$ cat src/rtl/fnode_minsum_seq.sv
// fnode_minsum_seq: sequencer for the polar decoder f-node (min-sum) update.
// For each pair i in 0..half-1 it reads alpha[i] and alpha[i+half], then uses
// one shared abs/negate unit three times: |a|, |b|, and the signed result.
// It writes beta[i] = sign(a)*sign(b)*min(|a|,|b|) to the child LLR buffer.
//
// Ports:
//   clk, rst_n             clock, asynchronous active-low reset
//   start, len_log2        request and node size (2^len_log2, valid 1..LMAX)
//   rd_base, wr_base       parent and child vector base addresses
//   busy, done, err        status: busy READ..DONE, done pulse, bad-length pulse
//   rd_en, rd_addr_a/b     dual read port; rd_data_a/b valid the next cycle
//   abs_a, abs_c, abs_out  shared abs unit (c=1 negates), combinational result
//   wr_en, wr_addr, wr_data  child buffer write port
module fnode_minsum_seq #(
   parameter int unsigned W    = 8,
   parameter int unsigned AW   = 5,
   parameter int unsigned LMAX = 5
) (
   input  logic          clk,
   input  logic          rst_n,
   input  logic          start,
   input  logic [2:0]    len_log2,
   input  logic [AW-1:0] rd_base,
   input  logic [AW-1:0] wr_base,
   output logic          busy,
   output logic          done,
   output logic          err,
   output logic          rd_en,
   output logic [AW-1:0] rd_addr_a,
   output logic [AW-1:0] rd_addr_b,
   input  logic [W-1:0]  rd_data_a,
   input  logic [W-1:0]  rd_data_b,
   output logic [W-1:0]  abs_a,
   output logic          abs_c,
   input  logic [W-1:0]  abs_out,
   output logic          wr_en,
   output logic [AW-1:0] wr_addr,
   output logic [W-1:0]  wr_data
);

   typedef enum logic [2:0] {StIdle, StRead, StMagA, StMagB, StWrite, StDone} state_t;

   state_t        state;
   logic [2:0]    len_q;
   logic [AW-1:0] rd_base_q;
   logic [AW-1:0] wr_base_q;
   logic [AW-1:0] i_q;
   logic [W-1:0]  b_reg;
   logic          sa;
   logic          sb;
   logic [W-1:0]  ma;
   logic [W-1:0]  mb;

   logic [AW-1:0] half;
   logic [W-1:0]  m;
   logic          len_ok;

   assign len_ok = (len_log2 != 3'd0) && (32'(len_log2) <= LMAX);
   assign half   = AW'(1) << (len_q - 3'd1);
   // Unsigned compare is safe: both magnitudes are saturated to <= 2^(W-1)-1.
   assign m      = (ma <= mb) ? ma : mb;

   // |-2^(W-1)| is not representable; clamp so the final negation cannot overflow.
   function automatic logic [W-1:0] sat(input logic [W-1:0] x);
      if (x == {1'b1, {(W-1){1'b0}}}) return {1'b0, {(W-1){1'b1}}};
      return x;
   endfunction

   always_ff @(posedge clk or negedge rst_n) begin
      if (!rst_n) begin
         state     <= StIdle;
         len_q     <= '0;
         rd_base_q <= '0;
         wr_base_q <= '0;
         i_q       <= '0;
         b_reg     <= '0;
         sa        <= 1'b0;
         sb        <= 1'b0;
         ma        <= '0;
         mb        <= '0;
      end else begin
         case (state)
            StIdle: begin
               if (start && len_ok) begin
                  len_q     <= len_log2;
                  rd_base_q <= rd_base;
                  wr_base_q <= wr_base;
                  i_q       <= '0;
                  state     <= StRead;
               end
            end
            StRead: state <= StMagA;
            StMagA: begin
               b_reg <= rd_data_b;
               sa    <= rd_data_a[W-1];
               sb    <= rd_data_b[W-1];
               ma    <= sat(abs_out);
               state <= StMagB;
            end
            StMagB: begin
               mb    <= sat(abs_out);
               state <= StWrite;
            end
            StWrite: begin
               if (i_q == half - AW'(1)) begin
                  state <= StDone;
               end else begin
                  i_q   <= i_q + AW'(1);
                  state <= StRead;
               end
            end
            StDone:  state <= StIdle;
            default: state <= StIdle;
         endcase
      end
   end

   // Outputs decode the registered state; abs_a follows the read data in MAGA
   // because the memory returns it only in that cycle.
   always_comb begin
      busy      = (state != StIdle);
      done      = (state == StDone);
      err       = rst_n && (state == StIdle) && start && !len_ok;
      rd_en     = 1'b0;
      rd_addr_a = '0;
      rd_addr_b = '0;
      abs_a     = '0;
      abs_c     = 1'b0;
      wr_en     = 1'b0;
      wr_addr   = '0;
      wr_data   = '0;
      case (state)
         StRead: begin
            rd_en     = 1'b1;
            rd_addr_a = rd_base_q + i_q;
            rd_addr_b = rd_base_q + i_q + half;
         end
         StMagA: begin
            abs_a = rd_data_a;
            abs_c = rd_data_a[W-1];
         end
         StMagB: begin
            abs_a = b_reg;
            abs_c = sb;
         end
         StWrite: begin
            abs_a   = m;
            abs_c   = sa ^ sb;
            wr_en   = 1'b1;
            wr_addr = wr_base_q + i_q;
            wr_data = abs_out;
         end
         default: ;
      endcase
   end

endmodule
$ cat config.mk
export PLATFORM = sky130hd
export DESIGN_NAME = fnode_minsum_seq
export DESIGN_NICKNAME = d
export VERILOG_FILES = /design/src/rtl/fnode_minsum_seq.sv
export SDC_FILE = /design/constraint.sdc
export NUM_CORES = 1
export LEC_CHECK = 0
export CAP_MARGIN = 20
export CORE_MARGIN = 2
export CORE_UTILIZATION = 40
export DETAILED_ROUTE_END_ITERATION = 6
export MAX_ROUTING_LAYER = met4
export PLACE_DENSITY_LB_ADDON = 0.2
export SLEW_MARGIN = 15
export SYNTH_ARGS = -nofsm -noshare
export SYNTH_HDL_FRONTEND = slang
export SYNTH_SLANG_ARGS = --single-unit
$ cat constraint.sdc
create_clock -name clk -period 4.3 [get_ports clk]
set_clock_uncertainty 0.2 [all_clocks]
set_input_delay 0.86 -clock clk [delete_from_list [all_inputs] [get_ports clk]]
set_output_delay 0.86 -clock clk [all_outputs]
set_load 0.01 [all_outputs]
# --- Word-level counts from Yosys, hierarchy flattened ---
# Index checks and enable logic that the tools add are counted.
# Widths: inputs -> output; s select.
classes:
  addsub: 6
  n_mul: 0
  div_mod_pow: 0
  order_cmp: 2
  n_eq_ne: 9
  shifts: 1
  muxes: 21
  bitwise: 1
  reduce_logical: 12
ops:
  columns: ["operator", "count"]
  rows:
  - ["$mux 8", 5]
  - ["$mux 5", 5]
  - ["$pmux 8 s3", 1]
  - ["$add 5x5->5", 3]
  - ["$pmux 3 s5", 1]
  - ["$pmux 5 s2", 1]
  - ["$eq 8x8->1 const B", 1]
  - ["$le 8x8->1", 1]
  - ["$eq 3x2->1 const B", 2]
  - ["$eq 3x3->1 const B", 2]
  - ["$mux 3", 2]
  - ["$reduce_bool 3->1", 2]
  - ["$add 5x1->5 const B", 1]
  - ["$eq 5x5->1", 1]
  - ["$logic_and 1x1->1", 5]
  - ["$mux 1", 5]
  - ["$shl 1x3->5 const A", 1]
  - ["$sub 5x1->5 const B", 1]
  - ["$ne 2x2->1 const B", 2]
  - ["$eq 3x1->1 const B", 1]
  - ["$le 3x3->1 const B", 1]
  - ["$logic_not 3->1", 1]
  - ["$pmux 1 s3", 1]
  - ["$reduce_and 3->1", 1]
  - ["5 further kinds", 5]
totals:
  register_bits: 47
  latchBits: 0
  ram_bits: 0
  romBits: 0
  input_bits: 40
  output_inout_bits: 37
  word_cells: 62
  n_memories: 0

# --- Longest topological paths before layout ---
logic_depth:
  ltp_word: 6
  mapped_depth: 11
  mapped_depth_nobuf: 10

# --- Worst setup path after synthesis ---
# No wires, ideal clock.
synth_timing:
  path_kind: "register to output"
  startpoint: "register i_q[0]"
  endpoint: "output rd_addr_b[4]"
  arrival_time_ns: 2.417
  required_ns: 3.240
  path_slack_ns: 0.823
  path_stages_with_launch: 10
  path_buffers: 0
  cell_sequence: "dfrtp_1 ha_1 inv_1 fa_1 fa_1 maj3_1 inv_1 a21oi_1 xnor3_1 nor2_1"
synth_between:
  elab_chain_cells: 3
synth_lines:
  columns: ["element", "line_no", "rtl"]
  rows:
  - ["start: declaration", "47", "logic [AW-1:0] i_q;"]
  - ["start signal: assignment", "108", "i_q <= i_q + AW'(1);"]
  - ["$add 5x5->5 (2 in a row)", "136", "rd_addr_b = rd_base_q + i_q + half;"]
  - ["$mux 5", "132", "case (state)"]
  - ["end: declaration", "30", "output logic [AW-1:0] rd_addr_b,"]
# No other way between the ends.

# --- Worst setup path after layout ---
layout_timing:
  startpoint: "register i_q[0]"
  endpoint: "output rd_addr_b[3]"
# Same word-level chain as after synthesis.

==> summary.md <==
| Metric | Value |
|---|---|
| Status | completed |
| Yosys cell types | 47 |
| DRC marker count from the first detailed-route iteration | 100 |
| Critical Path End Type | output port |
| Final min period | 4.01 ns |
| Synth warn | 0 |
| Syn-to-layout area delta | 31.4% |
| Critical path type | register to output port |
| Register area share after synthesis | 0.374 |
| Avg WL per Cell | roughly 14 µm |
| Post-Syn Area | between 3000 and 4000 µm² |
| Net Switching | 1.16 mW |
| Site row count | 32 |
| Share of cells above drive strength 1 | 0.115 |
| Tcrit/Tclk final | 0.933 |
| Slowest stage delay, CP | 0.56 ns |
| Critical-path maximum fanout | 3 |
| First-pass GRT wire length | 12.0 mm |
| Die height | 91.8 µm |
| Critical Path Slowest Stage Cell | fa_2 |
| Number of synthesized flops with an enable pin | 0 |
| Slew HR | 0.391 |
| # Max-Cap Violations | 0 |
| Initial antenna violation count | 0 |
| Setup crit start kind | register |
| Antenna-violating nets left | 0 |
| Asr flop ratio synth | 1.00 |
| Reg power frac | 0.286 |
| Pre-CTS worst setup slack | 0.295 ns |
| Worst min path class | register to register |
| Remaining DRCs | 0 |
| Total Wirelength | 7.19 mm |
| Count of final setup violators | 0 |
| CTS H-tree depth | 2 |
| Die area | 8420 µm² |
| Leak | between 1.5 and 2 nW |
| Vias per cell | between 4 and 5 |
| CTS Hold Bufs | 0 |
| GPL Wtd Cong | between 0.7 and 0.8 |
| Worst EP required | 3.24 ns |
| Placed Cells | 501 |
| Power Density | 684 nW/µm² |
| Slew @ Worst Pin | 0.913 ns |
| Vias in the first global route | around 2600 |
| Clock transition at path regs | ~0.09 ns |
| Hpwl dp | 5.35 mm |
| Cell Count, Final, Fillers Out | 512 |
| VDD IR max | roughly 0.29 mV |
| Ordered list of cells on the worst path | ha_1 -> inv_1 -> fa_2 -> inv_1 -> ha_1 -> a21oi_1 -> maj3_1 -> xor2_1 -> nor2_1 -> clkdlybuf4s50_1 |
| Root buffer selected by CTS | clkbuf_8 |
| RSZ-0062 raised after global routing | false |
| # port buffers | 76 |
| Starting Density | 0.405 |
| CTS Buffer Depth | 2 |
| CTS tree | yes |
| Core Region | roughly 7600 µm² |
| Total gr overflow | 0 |
| Nets | 473 |
| GRT Total Usage | 0.180 |
| Final worst setup slack | 0.290 ns |
| Largest net degree at the start of global routing | 47 |
| DR pass1 iterations | 4 |
| Via count | 2550 |
| TritonCTS buffer count | 5 |
| Die X | between 90 and 100 µm |
| Final Hold Fails | 0 |
| Worst EP arrival | roughly 3.0 ns |
| Synth Area per Inst | 9.23 µm² |
| Fin Setup TNS | 0 ns |
| #FFs+latches synth | 46 |
| Core Util, Final | 0.532 |
| Top-Level Pins | 77 |
| Fillers | between 700 and 800 |
| Fmax | ~0.25 GHz |
| Gate power share | 0.615 |
| Clk network pwr share | 0.098 |
| Worst-Skew Late Latency | 0.30 ns |
| Primary FF master, synth | dfrtp_1 |
| Internal | 1.61 mW |
| Syn Nets | 398 |
| Diode count | 0 |
| Clk sinks | 46 |
| Synth Instances | 334 |
| Switching share of power | 0.419 |
| Slew Limit Fails | 0 |
| Total Power | 2.77 mW |
==> cells in the final DEF, fill, tap and decap left out, types with 10 or more instances in the layout <==
cell type,n
mux2_2,13
o21ai_0,30
and3_1,10
nor2_1,24
nand2_1,52
ha_1,21
xnor2_1,13
inv_1,20
clkdlybuf4s50_1,74
dfrtp_1,44
==> worst max-delay path: cells and delay by family (launching register included) <==
kind | cells | cell delay (ns)
adders and majority gates | 4 | 1.35
xor gates and xnor gates | 1 | 0.15
DFF | 1 | 0.36
AOI/OAI and AO/OA | 1 | 0.06
buffers and inverters | 3 | 0.65
and+or+nand+nor | 1 | 0.08
==> logic make-up (layout without fill, tap and decap cells) <==
logic type                 after synthesis  count (layout)  share of synthesized area
muxes                                   21              21                     0.0735
adders and majority gates               26              26                      0.111
AOI/OAI and AO/OA                       60              60                      0.122
xor gates and xnor gates                19              19                     0.0585
and+or+nand+nor                        126             126                      0.212
DFF                                     46              46                      0.374
buffers and inverters                   36             112                     0.0491
==> cells in the mapped netlist, types with 8 or more instances <==
cell | instances | area (µm²)
ha_1 | 21 | 263
o21ai_0 | 30 | 150
nor2_1 | 24 | 90.1
xnor2_1 | 13 | 114
mux2_2 | 13 | 146
mux2i_1 | 8 | 80.1
clkbuf_1 | 13 | 48.8
a22oi_1 | 8 | 60.1
dfrtp_1 | 46 | 1150
a21oi_1 | 8 | 40.0
and3_1 | 10 | 62.6
nand2_1 | 52 | 195
inv_1 | 20 | 75.1
==> layer usage <==
metal,wire [µm],global-route usage
met5,0,-
met4,61,0.0336
met3,289,0.0296
met2,3580,0.311
met1,3260,0.226
==> timing repair <==
| item | 4_1_cts | 5_1_grt |
|---|---|---|
| endpoints found under the hold margin | 0 | 0 |
| setup buffers | 3 | 0 |
| gates resized for setup | 2 | 3 |
| endpoints found under the setup margin | 1 | 1 |
| gates cloned | 0 | 0 |
==> path summary, 6_finish.rpt <==
path	from	to	slack, ns	cells past startpoint
hold / removal	b_reg[3]	b_reg[3]	0.29	2
max in group asynchronous	rst_n	len_q[2]	2.99	2
min in group asynchronous	rst_n	sa	0.46	2
hold reg to reg	b_reg[3]	b_reg[3]	0.29	2
setup / recovery	i_q[0]	rd_addr_b[3]	0.29	10
setup reg to reg	len_q[2]	i_q[1]	1.31	8
==> power by group through the flow <==
| stage | Clock [mW] | Sequential [mW] | Combinational [mW] |
|---|---|---|---|
| 2_1_floorplan | 0 | 0.762 | 1.19 |
| 3_3_place_gp | 0 | 0.808 | 1.65 |
| 3_5_place_dp | 0 | 0.820 | 1.67 |
| 4_1_cts | 0.287 | 0.796 | 1.72 |
| 5_1_grt | 0.303 | 0.826 | 1.91 |
| 6_report | 0.273 | 0.793 | 1.70 |
==> metrics by stage <==
step	cell area (µm²)	hold slack, ns
final	4050	0.288
after global routing	4050	0.299
after CTS	4040	0.286
after detailed placement	3930	0.262
after global placement	3930	0.261
after floorplan	3080	0.246
==> cell type report <==
cell class                 instances  area [µm²]  share of cell area
multi-input combinational        252        1780               0.441
inverter                          20        75.1              0.0185
tap                              102         128              0.0315
clock inverter                     3        21.3             0.00525
sequential                        46        1150               0.285
timing repair buffer              84         818               0.202
clock buffer                       5        68.8              0.0170
Note: power is estimated with default switching activity, not from simulation.
